## src/rtl/id_ex_pipeline_reg.sv

```systemverilog
// ID/EX pipeline register: captures decoded control and operands for the EX stage, with stall/flush.
// Optional saturating performance counters are built when ID_EX_PERF_CNT_EN is defined.
module id_ex_pipeline_reg #(
    parameter int DATA_WIDTH = 64,
    parameter int CNT_WIDTH  = 32
) (
    input  logic                  clk,
    input  logic                  reset,
    input  logic                  stall,
    input  logic                  flush,
    input  logic                  id_valid,
    input  logic [1:0]            id_jump,
    input  logic                  id_branch,
    input  logic                  id_mem_read,
    input  logic                  id_mem_to_reg,
    input  logic [1:0]            id_alu_op,
    input  logic                  id_mem_write,
    input  logic                  id_alu_src,
    input  logic                  id_reg_write,
    input  logic [DATA_WIDTH-1:0] id_pc,
    input  logic [DATA_WIDTH-1:0] id_pc_plus_4,
    input  logic [DATA_WIDTH-1:0] id_rs1_data,
    input  logic [DATA_WIDTH-1:0] id_rs2_data,
    input  logic [DATA_WIDTH-1:0] id_imm,
    input  logic [3:0]            id_funct,
    input  logic [4:0]            id_rs1,
    input  logic [4:0]            id_rs2,
    input  logic [4:0]            id_rd,
    output logic                  ex_valid,
    output logic [1:0]            ex_jump,
    output logic                  ex_branch,
    output logic                  ex_mem_read,
    output logic                  ex_mem_to_reg,
    output logic [1:0]            ex_alu_op,
    output logic                  ex_mem_write,
    output logic                  ex_alu_src,
    output logic                  ex_reg_write,
    output logic [DATA_WIDTH-1:0] ex_pc,
    output logic [DATA_WIDTH-1:0] ex_pc_plus_4,
    output logic [DATA_WIDTH-1:0] ex_rs1_data,
    output logic [DATA_WIDTH-1:0] ex_rs2_data,
    output logic [DATA_WIDTH-1:0] ex_imm,
    output logic [3:0]            ex_funct,
    output logic [4:0]            ex_rs1,
    output logic [4:0]            ex_rs2,
    output logic [4:0]            ex_rd,
    output logic [CNT_WIDTH-1:0]  perf_bubbles,
    output logic [CNT_WIDTH-1:0]  perf_stalls
);

    // Pipeline register: flush squashes (even a stalled slot), stall holds, otherwise load.
    always_ff @(posedge clk or posedge reset) begin
        if (reset) begin
            ex_valid      <= 1'b0;
            ex_jump       <= 2'b00;
            ex_branch     <= 1'b0;
            ex_mem_read   <= 1'b0;
            ex_mem_to_reg <= 1'b0;
            ex_alu_op     <= 2'b00;
            ex_mem_write  <= 1'b0;
            ex_alu_src    <= 1'b0;
            ex_reg_write  <= 1'b0;
            ex_pc         <= {DATA_WIDTH{1'b0}};
            ex_pc_plus_4  <= {DATA_WIDTH{1'b0}};
            ex_rs1_data   <= {DATA_WIDTH{1'b0}};
            ex_rs2_data   <= {DATA_WIDTH{1'b0}};
            ex_imm        <= {DATA_WIDTH{1'b0}};
            ex_funct      <= 4'd0;
            ex_rs1        <= 5'd0;
            ex_rs2        <= 5'd0;
            ex_rd         <= 5'd0;
        end else if (flush) begin
            // Data fields are left untouched; only side-effecting controls and rd are cleared.
            ex_valid      <= 1'b0;
            ex_jump       <= 2'b00;
            ex_branch     <= 1'b0;
            ex_mem_read   <= 1'b0;
            ex_mem_to_reg <= 1'b0;
            ex_alu_op     <= 2'b00;
            ex_mem_write  <= 1'b0;
            ex_alu_src    <= 1'b0;
            ex_reg_write  <= 1'b0;
            ex_rd         <= 5'd0;
        end else if (stall) begin
            ex_valid      <= ex_valid;
        end else begin
            ex_valid      <= id_valid;
            ex_jump       <= id_jump;
            ex_branch     <= id_branch;
            ex_mem_read   <= id_mem_read;
            ex_mem_to_reg <= id_mem_to_reg;
            ex_alu_op     <= id_alu_op;
            ex_mem_write  <= id_mem_write;
            ex_alu_src    <= id_alu_src;
            ex_reg_write  <= id_reg_write;
            ex_pc         <= id_pc;
            ex_pc_plus_4  <= id_pc_plus_4;
            ex_rs1_data   <= id_rs1_data;
            ex_rs2_data   <= id_rs2_data;
            ex_imm        <= id_imm;
            ex_funct      <= id_funct;
            ex_rs1        <= id_rs1;
            ex_rs2        <= id_rs2;
            ex_rd         <= id_rd;
        end
    end

`ifdef ID_EX_PERF_CNT_EN
    localparam logic [CNT_WIDTH-1:0] CNT_MAX = {CNT_WIDTH{1'b1}};

    logic bubble_evt_s;
    logic stall_evt_s;

    assign bubble_evt_s = flush | (~stall & ~id_valid);
    assign stall_evt_s  = stall & ~flush;

    // Saturating event counters; they stop at all-ones rather than wrapping.
    always_ff @(posedge clk or posedge reset) begin
        if (reset) begin
            perf_bubbles <= {CNT_WIDTH{1'b0}};
            perf_stalls  <= {CNT_WIDTH{1'b0}};
        end else begin
            if (bubble_evt_s && (perf_bubbles != CNT_MAX)) begin
                perf_bubbles <= perf_bubbles + {{(CNT_WIDTH-1){1'b0}}, 1'b1};
            end else begin
                perf_bubbles <= perf_bubbles;
            end
            if (stall_evt_s && (perf_stalls != CNT_MAX)) begin
                perf_stalls <= perf_stalls + {{(CNT_WIDTH-1){1'b0}}, 1'b1};
            end else begin
                perf_stalls <= perf_stalls;
            end
        end
    end
`else
    assign perf_bubbles = {CNT_WIDTH{1'b0}};
    assign perf_stalls  = {CNT_WIDTH{1'b0}};
`endif

endmodule

```

## config.mk

```make
export PLATFORM = sky130hd
export DESIGN_NAME = id_ex_pipeline_reg
export DESIGN_NICKNAME = d
export VERILOG_FILES = /design/src/rtl/id_ex_pipeline_reg.sv
export SDC_FILE = /design/constraint.sdc
export NUM_CORES = 1
export LEC_CHECK = 0
export ABC_AREA = 1
export BUFFER_PORTS_ARGS = -buffer_cell sky130_fd_sc_hd__clkbuf_2
export CORE_AREA = 2 2 296 298
export DETAILED_ROUTE_END_ITERATION = 8
export DIE_AREA = 0 0 298 300
export PLACE_DENSITY_LB_ADDON = 0.2
export SYNTH_ARGS = -nofsm -noshare
export SYNTH_HDL_FRONTEND = slang
export SYNTH_SLANG_ARGS = --single-unit
export TNS_END_PERCENT = 20
```

## constraint.sdc

```tcl
create_clock -name clk -period 11.55 [get_ports clk]
set_input_delay 1.155 -clock clk [delete_from_list [all_inputs] [get_ports clk]]
set_output_delay 1.155 -clock clk [all_outputs]
set_load 0.01 [all_outputs]
```

==> run metrics <==
status=completed; drt wl/cell=roughly 16 µm; I/O Pins=around 770; Iter 0 DRT Violations=around 720; routed wire length=between 50,000 and 60,000 µm; top-count cell post-synth=nand2_1; clock skew=0 ps; setup violators final=0; largest stage delay on the critical path=between 800 and 900 ps; Critical Path Sink Type=register; CTS Hold Bufs=0; clk root buf=clkbuf_16; syn avg cell area=8.93 µm²; Worst R2R Setup Slack=10,850 ps; CTS H-Tree Depth=2; Hold Violations, Final=0; post-route ant nets=0; drt drc=0; Synth Cell Area=14,100 µm²; clock sink total=350; grt ovf=0; type of origin of the critical path=input pin; Final Cycle Share=a little under a third; Slew Limit Fails=0; CTS tree=yes; Top FF cell, synth=dfrtp_1; setup ws final=about 8000 ps; # fillers=slightly below 10,000; initial antenna violation count=5; synthesis-stage register bit count=350; Worst Tran Pin Value=~1100 ps; hold path depth=2; Critical Path Fanout Max=~120; Layout Nets=2,583; Min Hold Slack=around 500 ps; final setup TNS=0 ps; Worst-path clk slew=approximately 60 ps; Max VDD drop=89.3 µV; RR Endpoint=ex_pc[25]; total die area=just under 90,000 µm²; Max Freq=roughly 280 MHz; row count=approximately 110; worst skew pair latency=between 500 and 600 ps; main area contributors after synthesis=dfrtp_1, nand2_1, o21ai_0; Die Width=~300 µm; hold wc startpoint=ex_rs2_data[49]; die height=300 µm; routed vias/inst=3.80; sequential element share of the synthesized area=between 60 and 70%; Synth top cells by count=nand2_1, dfrtp_1, o21ai_0, buf_4, clkbuf_1; YS warnings=0; Pleak=10.8 nW; # port buffers=roughly 700; GP Congestion=0.828; DR vias=13,000; initial core utilization=16.4%; R2R Path Start=ex_pc[25]; maxcap violations=0; most area-hungry cell type in the Yosys netlist=dfrtp_1; share of the synthesized area in the top cell type=slightly above 60%; Worst Path Required=12,040 ps; first-pass GRT wire length=83,300 µm; unrepaired setup endpoints after global routing=false; Post-synth EDFFs=0; cells resized by post-CTS repair=0; Tot GR Track Use=between 10% and 20%; power per cell area=between 150 and 200 nW/µm²; Crit Path Class=input pin to register; Num CTS Buffers=between 40 and 50; Place WS=between 7000 and 8000 ps; Slowest-stage cell, CP=buf_4; core area=between 80,000 and 90,000 µm²; Post-Syn Instances=between 1,500 and 2,000; largest net degree at the start of global routing=around 140; r2r worst-path depth=2; slew margin rel.=a little under a quarter; number of global-route vias before repair=12,948; async set-reset flop share out of synthesis=between 90% and 100%; Cell variety after synth=10; Hold Path Sink=ex_rs2_data[49]; CP Data Arrival Time=between 4000 and 5000 ps; Min-Delay Path Class=register to register; worst-path cell chain=clkbuf_8, nor2_4, buf_4, buf_4, nand2_1, nand2_1; ratio of cells with drive above 1 in the final layout=between 30% and 40%; min cycle time layout=approximately 3600 ps; Pre-antenna DRT Iters=5; total setup buffers inserted after CTS=0; area added between synthesis and finish=40.9%; dpl hpwl=about 40,000 µm; deepest clock path buffer count=3
-- where the power goes --
| part | switching (mW) | internal, mW | total (mW) | leakage [nW] |
|---|---|---|---|---|
| Sequential | 0.0773 | 1.38 | 1.45 | 4.34 |
| Combinational | 0.356 | 0.203 | 0.559 | 5.78 |
| Clock | 0.551 | 0.835 | 1.39 | 0.707 |
| Total | 0.984 | 2.41 | 3.40 | 10.8 |
-- per-stage QoR --
step	instances	area (µm²)	util, %	total power [mW]
final	3417	19900	23.1	3.40
after global routing	3417	19900	23.1	3.59
after CTS	3415	19900	23.1	3.48
after detailed placement	3337	18500	21.4	2.05
after global placement	3337	18500	21.4	2.04
after floorplan	1646	14400	-	1.74
-- how the worst max path moves through the flow --
stage           from  slack, ps           end  depth (start not counted)
6_report       flush       7970     ex_pc[19]                          6
5_1_grt        flush       7700     ex_pc[18]                          6
4_1_cts        flush       7990    ex_imm[33]                          6
3_5_place_dp   flush       7360    ex_imm[33]                          6
3_3_place_gp   flush       7390     ex_pc[13]                          6
2_1_floorplan  reset        690  ex_alu_op[0]                          1
-- area by class of cell --
| type | count | area (µm²) | share of cell area, % |
|---|---|---|---|
| antenna | 2 | 5.00 | 0.0251 |
| tap | 1155 | 1450 | 7.25 |
| timing repair buffer | 715 | 3640 | 18.3 |
| clock inverter | 9 | 101 | 0.509 |
| multi-input combinational | 1115 | 4630 | 23.2 |
| inverter | 2 | 15.0 | 0.0753 |
| sequential | 350 | 8760 | 43.9 |
| clock buffer | 69 | 1340 | 6.70 |
-- cells by family (layout without fill, tap and decap cells) --
kind of cell,after synthesis,in the layout,synth area share [%]
AO/OA/AOI/OAI,334,334,11.8
AND/OR/NAND/NOR,717,717,19.2
buffers and inverters,181,795,7.01
flip-flops,350,350,61.9
other,1,66,0.0265
-- placed cells by master, fill, tap and decap left out --
master / instances
dfrtp_1: 350
o21ai_0: 334
clkbuf_1: 12
bufinv_16: 2
inv_8: 1
nor2_4: 1
clkbuf_8: 14
buf_4: 11
clkinvlp_4: 1
inv_1: 1
nand3_1: 16
buf_12: 1
conb_1: 64
clkbuf_16: 45
clkbuf_2: 701
clkinv_4: 1
clkinv_2: 5
diode_2: 2
nand2_1: 700
-- worst max-delay path: cells and delay by family --
family / cells / cell delay (ps)
AND/OR/NAND/NOR: 3 / 710
buffers and inverters: 3 / 2020
-- routing by layer --
metal | part of all wire [%] | track usage, %
met5 | 0.048 | 0
met3 | 6.0 | 2.98
met1 | 40 | 14.5
met2 | 50 | 20.6
met4 | 3.1 | 4.24
No activity file was read; power rests on OpenSTA's default activity.
